==> src/rtl/mcu_pkg.sv <==
// Shared definitions for the multicycle control unit: state encodings, opcodes, mux codes.
// MCU_ADDI_EN adds the ADDI opcode and its two execution states.
package mcu_pkg;

    localparam int OP_W = 6;
    localparam int ST_W = 4;

    typedef enum logic [ST_W-1:0] {
        S_IDLE   = 4'd0,
        S_FETCH  = 4'd1,
        S_DECODE = 4'd2,
        S_MEMADR = 4'd3,
        S_MEMRD  = 4'd4,
        S_MEMWB  = 4'd5,
        S_MEMWR  = 4'd6,
        S_EXEC   = 4'd7,
        S_ALUWB  = 4'd8,
        S_BRANCH = 4'd9,
        S_JUMP   = 4'd10
`ifdef MCU_ADDI_EN
        , S_ADDIEX = 4'd11,
        S_ADDIWB = 4'd12
`endif
    } state_t;

    localparam logic [OP_W-1:0] OP_R    = 6'b000000;
    localparam logic [OP_W-1:0] OP_LW   = 6'b100011;
    localparam logic [OP_W-1:0] OP_SW   = 6'b101011;
    localparam logic [OP_W-1:0] OP_BEQ  = 6'b000100;
    localparam logic [OP_W-1:0] OP_J    = 6'b000010;
`ifdef MCU_ADDI_EN
    localparam logic [OP_W-1:0] OP_ADDI = 6'b001000;
`endif

    localparam logic [1:0] ALUOP_ADD   = 2'b00;
    localparam logic [1:0] ALUOP_SUB   = 2'b01;
    localparam logic [1:0] ALUOP_FUNCT = 2'b10;

    localparam logic [1:0] SRCB_B     = 2'b00;
    localparam logic [1:0] SRCB_FOUR  = 2'b01;
    localparam logic [1:0] SRCB_IMM   = 2'b10;
    localparam logic [1:0] SRCB_BROFF = 2'b11;

    localparam logic [1:0] PCSRC_ALU    = 2'b00;
    localparam logic [1:0] PCSRC_ALUOUT = 2'b01;
    localparam logic [1:0] PCSRC_JUMP   = 2'b10;

    // Moore control word; fetch_wr and pc_write_cond are qualified by MemReady/Zero in the top.
    typedef struct packed {
        logic       iord;
        logic       mem_read;
        logic       mem_write;
        logic       mem_to_reg;
        logic       reg_dst;
        logic       reg_write;
        logic       alu_src_a;
        logic [1:0] alu_src_b;
        logic [1:0] alu_op;
        logic [1:0] pc_source;
        logic       fetch_wr;
        logic       pc_write;
        logic       pc_write_cond;
    } ctrl_t;

endpackage

==> src/rtl/mcu_out_decode.sv <==
// Purely combinational state -> Moore control word map for the multicycle control unit.
// MCU_ADDI_EN adds decoding for the ADDI execute/writeback states.
module mcu_out_decode
    import mcu_pkg::*;
(
    input  logic [ST_W-1:0] state,
    output ctrl_t           ctrl
);

    always_comb begin
        ctrl = '0;
        case (state)
            S_FETCH: begin
                ctrl.mem_read  = 1'b1;
                ctrl.alu_src_b = SRCB_FOUR;
                ctrl.alu_op    = ALUOP_ADD;
                ctrl.pc_source = PCSRC_ALU;
                ctrl.fetch_wr  = 1'b1;
            end
            S_DECODE: begin
                ctrl.alu_src_b = SRCB_BROFF;
                ctrl.alu_op    = ALUOP_ADD;
            end
            S_MEMADR: begin
                ctrl.alu_src_a = 1'b1;
                ctrl.alu_src_b = SRCB_IMM;
                ctrl.alu_op    = ALUOP_ADD;
            end
            S_MEMRD: begin
                ctrl.mem_read = 1'b1;
                ctrl.iord     = 1'b1;
            end
            S_MEMWB: begin
                ctrl.reg_write  = 1'b1;
                ctrl.mem_to_reg = 1'b1;
            end
            S_MEMWR: begin
                ctrl.mem_write = 1'b1;
                ctrl.iord      = 1'b1;
            end
            S_EXEC: begin
                ctrl.alu_src_a = 1'b1;
                ctrl.alu_src_b = SRCB_B;
                ctrl.alu_op    = ALUOP_FUNCT;
            end
            S_ALUWB: begin
                ctrl.reg_write = 1'b1;
                ctrl.reg_dst   = 1'b1;
            end
            S_BRANCH: begin
                ctrl.alu_src_a     = 1'b1;
                ctrl.alu_src_b     = SRCB_B;
                ctrl.alu_op        = ALUOP_SUB;
                ctrl.pc_source     = PCSRC_ALUOUT;
                ctrl.pc_write_cond = 1'b1;
            end
            S_JUMP: begin
                ctrl.pc_source = PCSRC_JUMP;
                ctrl.pc_write  = 1'b1;
            end
`ifdef MCU_ADDI_EN
            S_ADDIEX: begin
                ctrl.alu_src_a = 1'b1;
                ctrl.alu_src_b = SRCB_IMM;
                ctrl.alu_op    = ALUOP_ADD;
            end
            S_ADDIWB: begin
                ctrl.reg_write = 1'b1;
            end
`endif
            // IDLE and unlisted encodings keep every output low
            default: ;
        endcase
    end

endmodule

==> src/rtl/multicycle_control.sv <==
// Main control FSM of the multicycle MIPS-subset CPU: state register, next-state, Mealy gating.
// Define MCU_ADDI_EN to accept the ADDI opcode.
module multicycle_control
    import mcu_pkg::*;
#(
    parameter int OPCODE_WIDTH = 6,
    parameter int STATE_WIDTH  = 4
) (
    input  logic                    Clk,
    input  logic                    Reset,
    input  logic [OPCODE_WIDTH-1:0] Op,
    input  logic                    Zero,
    input  logic                    MemReady,
    output logic                    PCEn,
    output logic                    IorD,
    output logic                    MemRead,
    output logic                    MemWrite,
    output logic                    IRWrite,
    output logic                    MemtoReg,
    output logic                    RegDst,
    output logic                    RegWrite,
    output logic                    ALUSrcA,
    output logic [1:0]              ALUSrcB,
    output logic [1:0]              ALUOp,
    output logic [1:0]              PCSource,
    output logic                    IllegalOp,
    output logic [STATE_WIDTH-1:0]  state_dbg
);

    state_t state_q;
    state_t state_d;
    logic   illegal;
    ctrl_t  ctrl;

    always_ff @(posedge Clk or negedge Reset) begin
        if (!Reset) state_q <= S_IDLE;
        else        state_q <= state_d;
    end

    always_comb begin
        state_d = S_FETCH;
        illegal = 1'b0;
        case (state_q)
            S_IDLE:   state_d = S_FETCH;
            S_FETCH:  state_d = MemReady ? S_DECODE : S_FETCH;
            S_DECODE: begin
                case (Op)
                    OP_LW, OP_SW: state_d = S_MEMADR;
                    OP_R:         state_d = S_EXEC;
                    OP_BEQ:       state_d = S_BRANCH;
                    OP_J:         state_d = S_JUMP;
`ifdef MCU_ADDI_EN
                    OP_ADDI:      state_d = S_ADDIEX;
`endif
                    default: begin
                        state_d = S_FETCH;
                        illegal = 1'b1;
                    end
                endcase
            end
            S_MEMADR: state_d = (Op == OP_LW) ? S_MEMRD : S_MEMWR;
            S_MEMRD:  state_d = MemReady ? S_MEMWB : S_MEMRD;
            S_MEMWB:  state_d = S_FETCH;
            S_MEMWR:  state_d = MemReady ? S_FETCH : S_MEMWR;
            S_EXEC:   state_d = S_ALUWB;
            S_ALUWB:  state_d = S_FETCH;
            S_BRANCH: state_d = S_FETCH;
            S_JUMP:   state_d = S_FETCH;
`ifdef MCU_ADDI_EN
            S_ADDIEX: state_d = S_ADDIWB;
            S_ADDIWB: state_d = S_FETCH;
`endif
            default:  state_d = S_FETCH;
        endcase
    end

    mcu_out_decode u_out_decode (
        .state (state_q),
        .ctrl  (ctrl)
    );

    // IRWrite/PCEn in FETCH and PCEn in BRANCH depend on inputs within the same cycle
    assign PCEn      = ctrl.pc_write | (ctrl.pc_write_cond & Zero) | (ctrl.fetch_wr & MemReady);
    assign IRWrite   = ctrl.fetch_wr & MemReady;
    assign IorD      = ctrl.iord;
    assign MemRead   = ctrl.mem_read;
    assign MemWrite  = ctrl.mem_write;
    assign MemtoReg  = ctrl.mem_to_reg;
    assign RegDst    = ctrl.reg_dst;
    assign RegWrite  = ctrl.reg_write;
    assign ALUSrcA   = ctrl.alu_src_a;
    assign ALUSrcB   = ctrl.alu_src_b;
    assign ALUOp     = ctrl.alu_op;
    assign PCSource  = ctrl.pc_source;
    assign IllegalOp = illegal;
    assign state_dbg = state_q;

endmodule

==> config.mk <==
export PLATFORM = sky130hd
export DESIGN_NAME = multicycle_control
export DESIGN_NICKNAME = d
export VERILOG_FILES = /design/src/rtl/mcu_pkg.sv /design/src/rtl/mcu_out_decode.sv /design/src/rtl/multicycle_control.sv
export SDC_FILE = /design/constraint.sdc
export NUM_CORES = 1
export LEC_CHECK = 0
export ABC_AREA = 0
export ABC_CLOCK_PERIOD_IN_PS = 2200
export CAP_MARGIN = 10
export CORE_UTILIZATION = 37
export DETAILED_ROUTE_END_ITERATION = 12
export GPL_TIMING_DRIVEN = 0
export PLACE_DENSITY = 0.78
export SLEW_MARGIN = 0
export SYNTH_ARGS = -nofsm -noshare
export SYNTH_HDL_FRONTEND = slang
export SYNTH_HIERARCHICAL = 1
export SYNTH_SLANG_ARGS = --single-unit
==> constraint.sdc <==
create_clock -name Clk -period 2.2 [get_ports Clk]
set_clock_uncertainty 0.15 [all_clocks]
set_input_delay 0.33 -clock Clk [delete_from_list [all_inputs] [get_ports Clk]]
set_output_delay 0.33 -clock Clk [all_outputs]
set_load 0.005 [all_outputs]
==> reports/qor.csv <==
metric;value;unit
CTS tree;yes;
largest net degree at the start of global routing;11;
GRT Util Overall;20.5;%
Fillers;109;
# IOs;30;
unrepaired setup endpoints after global routing;true;
nature of the critical path endpoint;primary output;
Sw Share;36.9;%
H-tree depth;1;
Die W;40.1;µm
Final nets;117;
Bufs and invs on worst path;2;
CTS hold repair buffers;0;
min-delay worst type;input pin to asynchronous set/reset pin;
largest area contributor in the netlist;dfrtp_1;
dpl cell area;847;µm²
Crit-path slowest cell;clkdlybuf4s50_1;
layout cells sized above 1;23.8;%
Ys Warns;6;
status;finished clean;
placed wire-length estimate;1090;µm
Largest delay share family, worst path;buffers and inverters;
clock latency on the worst-skew pair;0.23;ns
via count of the routed design;656;
Reg2Reg Depth;5;
fraction of registers with async set/reset;100;%
VDD IR max;0.736;mV
final worst setup slack;0.0282;ns
n_diodes;0;
WL per Instance;12.4;µm
Crit Path Category;register to primary output;
Remaining Overflow, GRT;0;
crit start category;register;
Int Power;617;µW
Crit path largest cell delay;0.51;ns
flop2flop setup slack;0.56;ns
post-synthesis sequential area ratio;18.6;%
die area;1610;µm²
max reg flops;4;
Pwr per Cell Area;1050;nW/µm²
arrival time at the worst endpoint;1.69;ns
clk buf depth;2;
CP required;1.72;ns
row cnt;13;
Post-Syn Instances;69;
DIE HEIGHT;40.1;µm
peak fanout along the critical path;9;
CTS Buf Count;3;
RD Place Congestion;0.722;
sw power;361;µW
Final period util;98.7;%
first-pass GRT wire length;2210;µm
Slew Viols, Final;0;
Synth top area share;18.6;%
worst path cell trace;buf_4, nand2b_1, o22ai_1, clkdlybuf4s50_1;
Setup-failing EPs final;0;
R2R Path Start;state_dbg[0]$_DFF_PN0_;
min cycle time layout;2.17;ns
reg2reg end;state_dbg[0]$_DFF_PN0_;
average vias per placed instance;5.47;
prevailing post-synth register cell;dfrtp_1;
sequential cell fraction of total power;13.5;%
Routed WL;1480;µm
Clock transition at path regs;0.04;ns
# DRC;0;
Place WS;-0.256;ns
P&R area growth vs syn;73.3;%
Core Area;1330;µm²
Clock power frac;9.1;%
DRC violation total after the first TritonRoute iteration;7;
FMAX;0.460;GHz
flops & latches, synth;4;
number of global-route vias before repair;551;
Synth Net Count;79;
relative slew slack;71.7;%
crit path launch;state_dbg[3]$_DFF_PN0_;
Post-Syn Area;538;µm²
leading post-synthesis cells by cell area;dfrtp_1, nor2_1, buf_6;
Combinational Power Share;77.4;%
syn avg cell area;7.80;µm²
fin area;932;µm²
clk root buf;clkbuf_4;
critical path endpoint;RegWrite;
initial antenna violation count;0;
Post-DRT Antenna Nets;0;
number of synthesized flops with an enable pin;0;
Clock Sinks;4;
Worst-Margin Slew;0.421;ns
Leak;0.424;nW
Max-Cap Viols;0;
Initial DRT Pass Iterations;4;
I/O Buffers;29;
Crit path depth;4;
Unique masters post-synth;38;
Initial Util;40.3;%
Fin. Hold Viols;0;
## placed cells by master (no fill, tap or decap), types with 3 or more instances in the layout
master / Yosys / layout
buf_4: 1 / 6
nor2_1: 11 / 11
clkbuf_4: 0 / 3
dlymetal6s2s_1: 0 / 4
a21oi_1: 3 / 3
clkdlybuf4s50_1: 0 / 23
buf_6: 2 / 3
nand3_1: 3 / 3
nor3_1: 4 / 3
## cell usage after synthesis (2+ instances only)
master	n
and2b_2	2
nand2b_1	3
inv_1	2
nor3b_1	2
nand4_1	2
nand2_1	2
xnor2_1	2
nand3b_1	2
buf_2	2
buf_6	2
a21oi_1	3
nand3_1	3
nor3_1	4
dfrtp_1	4
nor2_1	11
## worst min-delay path by stage
stage           from                      to  slack (ns)  cells past startpoint
2_1_floorplan  Reset  state_dbg[0]$_DFF_PN0_       -0.12                      0
3_3_place_gp   Reset  state_dbg[0]$_DFF_PN0_        0.39                      1
3_5_place_dp   Reset  state_dbg[2]$_DFF_PN0_        0.39                      1
4_1_cts        Reset  state_dbg[0]$_DFF_PN0_        0.15                      1
5_1_grt        Reset  state_dbg[2]$_DFF_PN0_        0.15                      1
6_report       Reset  state_dbg[2]$_DFF_PN0_        0.15                      1
## power by group through the flow
stage / logic, mW / registers, mW / clock network [mW]
after floorplan: 0.384 / 0.144 / 0
after global placement: 0.663 / 0.152 / 0
after detailed placement: 0.673 / 0.154 / 0
after CTS: 0.745 / 0.135 / 0.0928
after global routing: 0.829 / 0.135 / 0.0976
final: 0.757 / 0.132 / 0.0892
## kinds of logic (layout without fill, tap and decap cells)
family / Yosys count / after routing / share of synthesized area, %
buf+inv: 8 / 44 / 9.54
simple gates: 40 / 40 / 47.2
flops: 4 / 4 / 18.6
compound gates: 15 / 15 / 21.4
xor+xnor: 2 / 2 / 3.26
## cell type report
type,instances,area (µm²),area share (%)
plain buffers,5,41.3,4.43
clock buffers,3,22.5,2.42
flip-flops and latches,4,103,11.0
repair buffers,34,335,36.0
well taps,15,18.8,2.01
inverters,2,7.51,0.805
multi-input cells,57,404,43.4
## routing by layer
layer,vias up,share of wire [%],GRT usage (%)
met4,0,1.4,1.72
li1,329,-,-
met5,-,0,0
met2,33,51,42.3
met1,292,40,19.3
met3,2,7.6,7.22
## repair_timing
item	4_1_cts	5_1_grt
pin swaps	3	1
gates resized for setup	10	6
setup buffers	4	1
endpoints found under the hold margin	0	0
endpoints found under the setup margin	8	7
## metrics by stage
stage / setup TNS, ns / hold slack [ns] / std cells / utilization (%) / power (mW)
floorplan: 0 / -0.116 / 69 / - / 0.528
global placement: -0.245 / 0.390 / 113 / 63.5 / 0.814
detailed placement: -0.268 / 0.394 / 113 / 63.5 / 0.827
CTS: 0 / 0.148 / 119 / 67.9 / 0.972
global route: -0.0334 / 0.148 / 120 / 69.9 / 1.06
finish: 0 / 0.149 / 120 / 69.9 / 0.978
(Power assumes the default switching activity.)
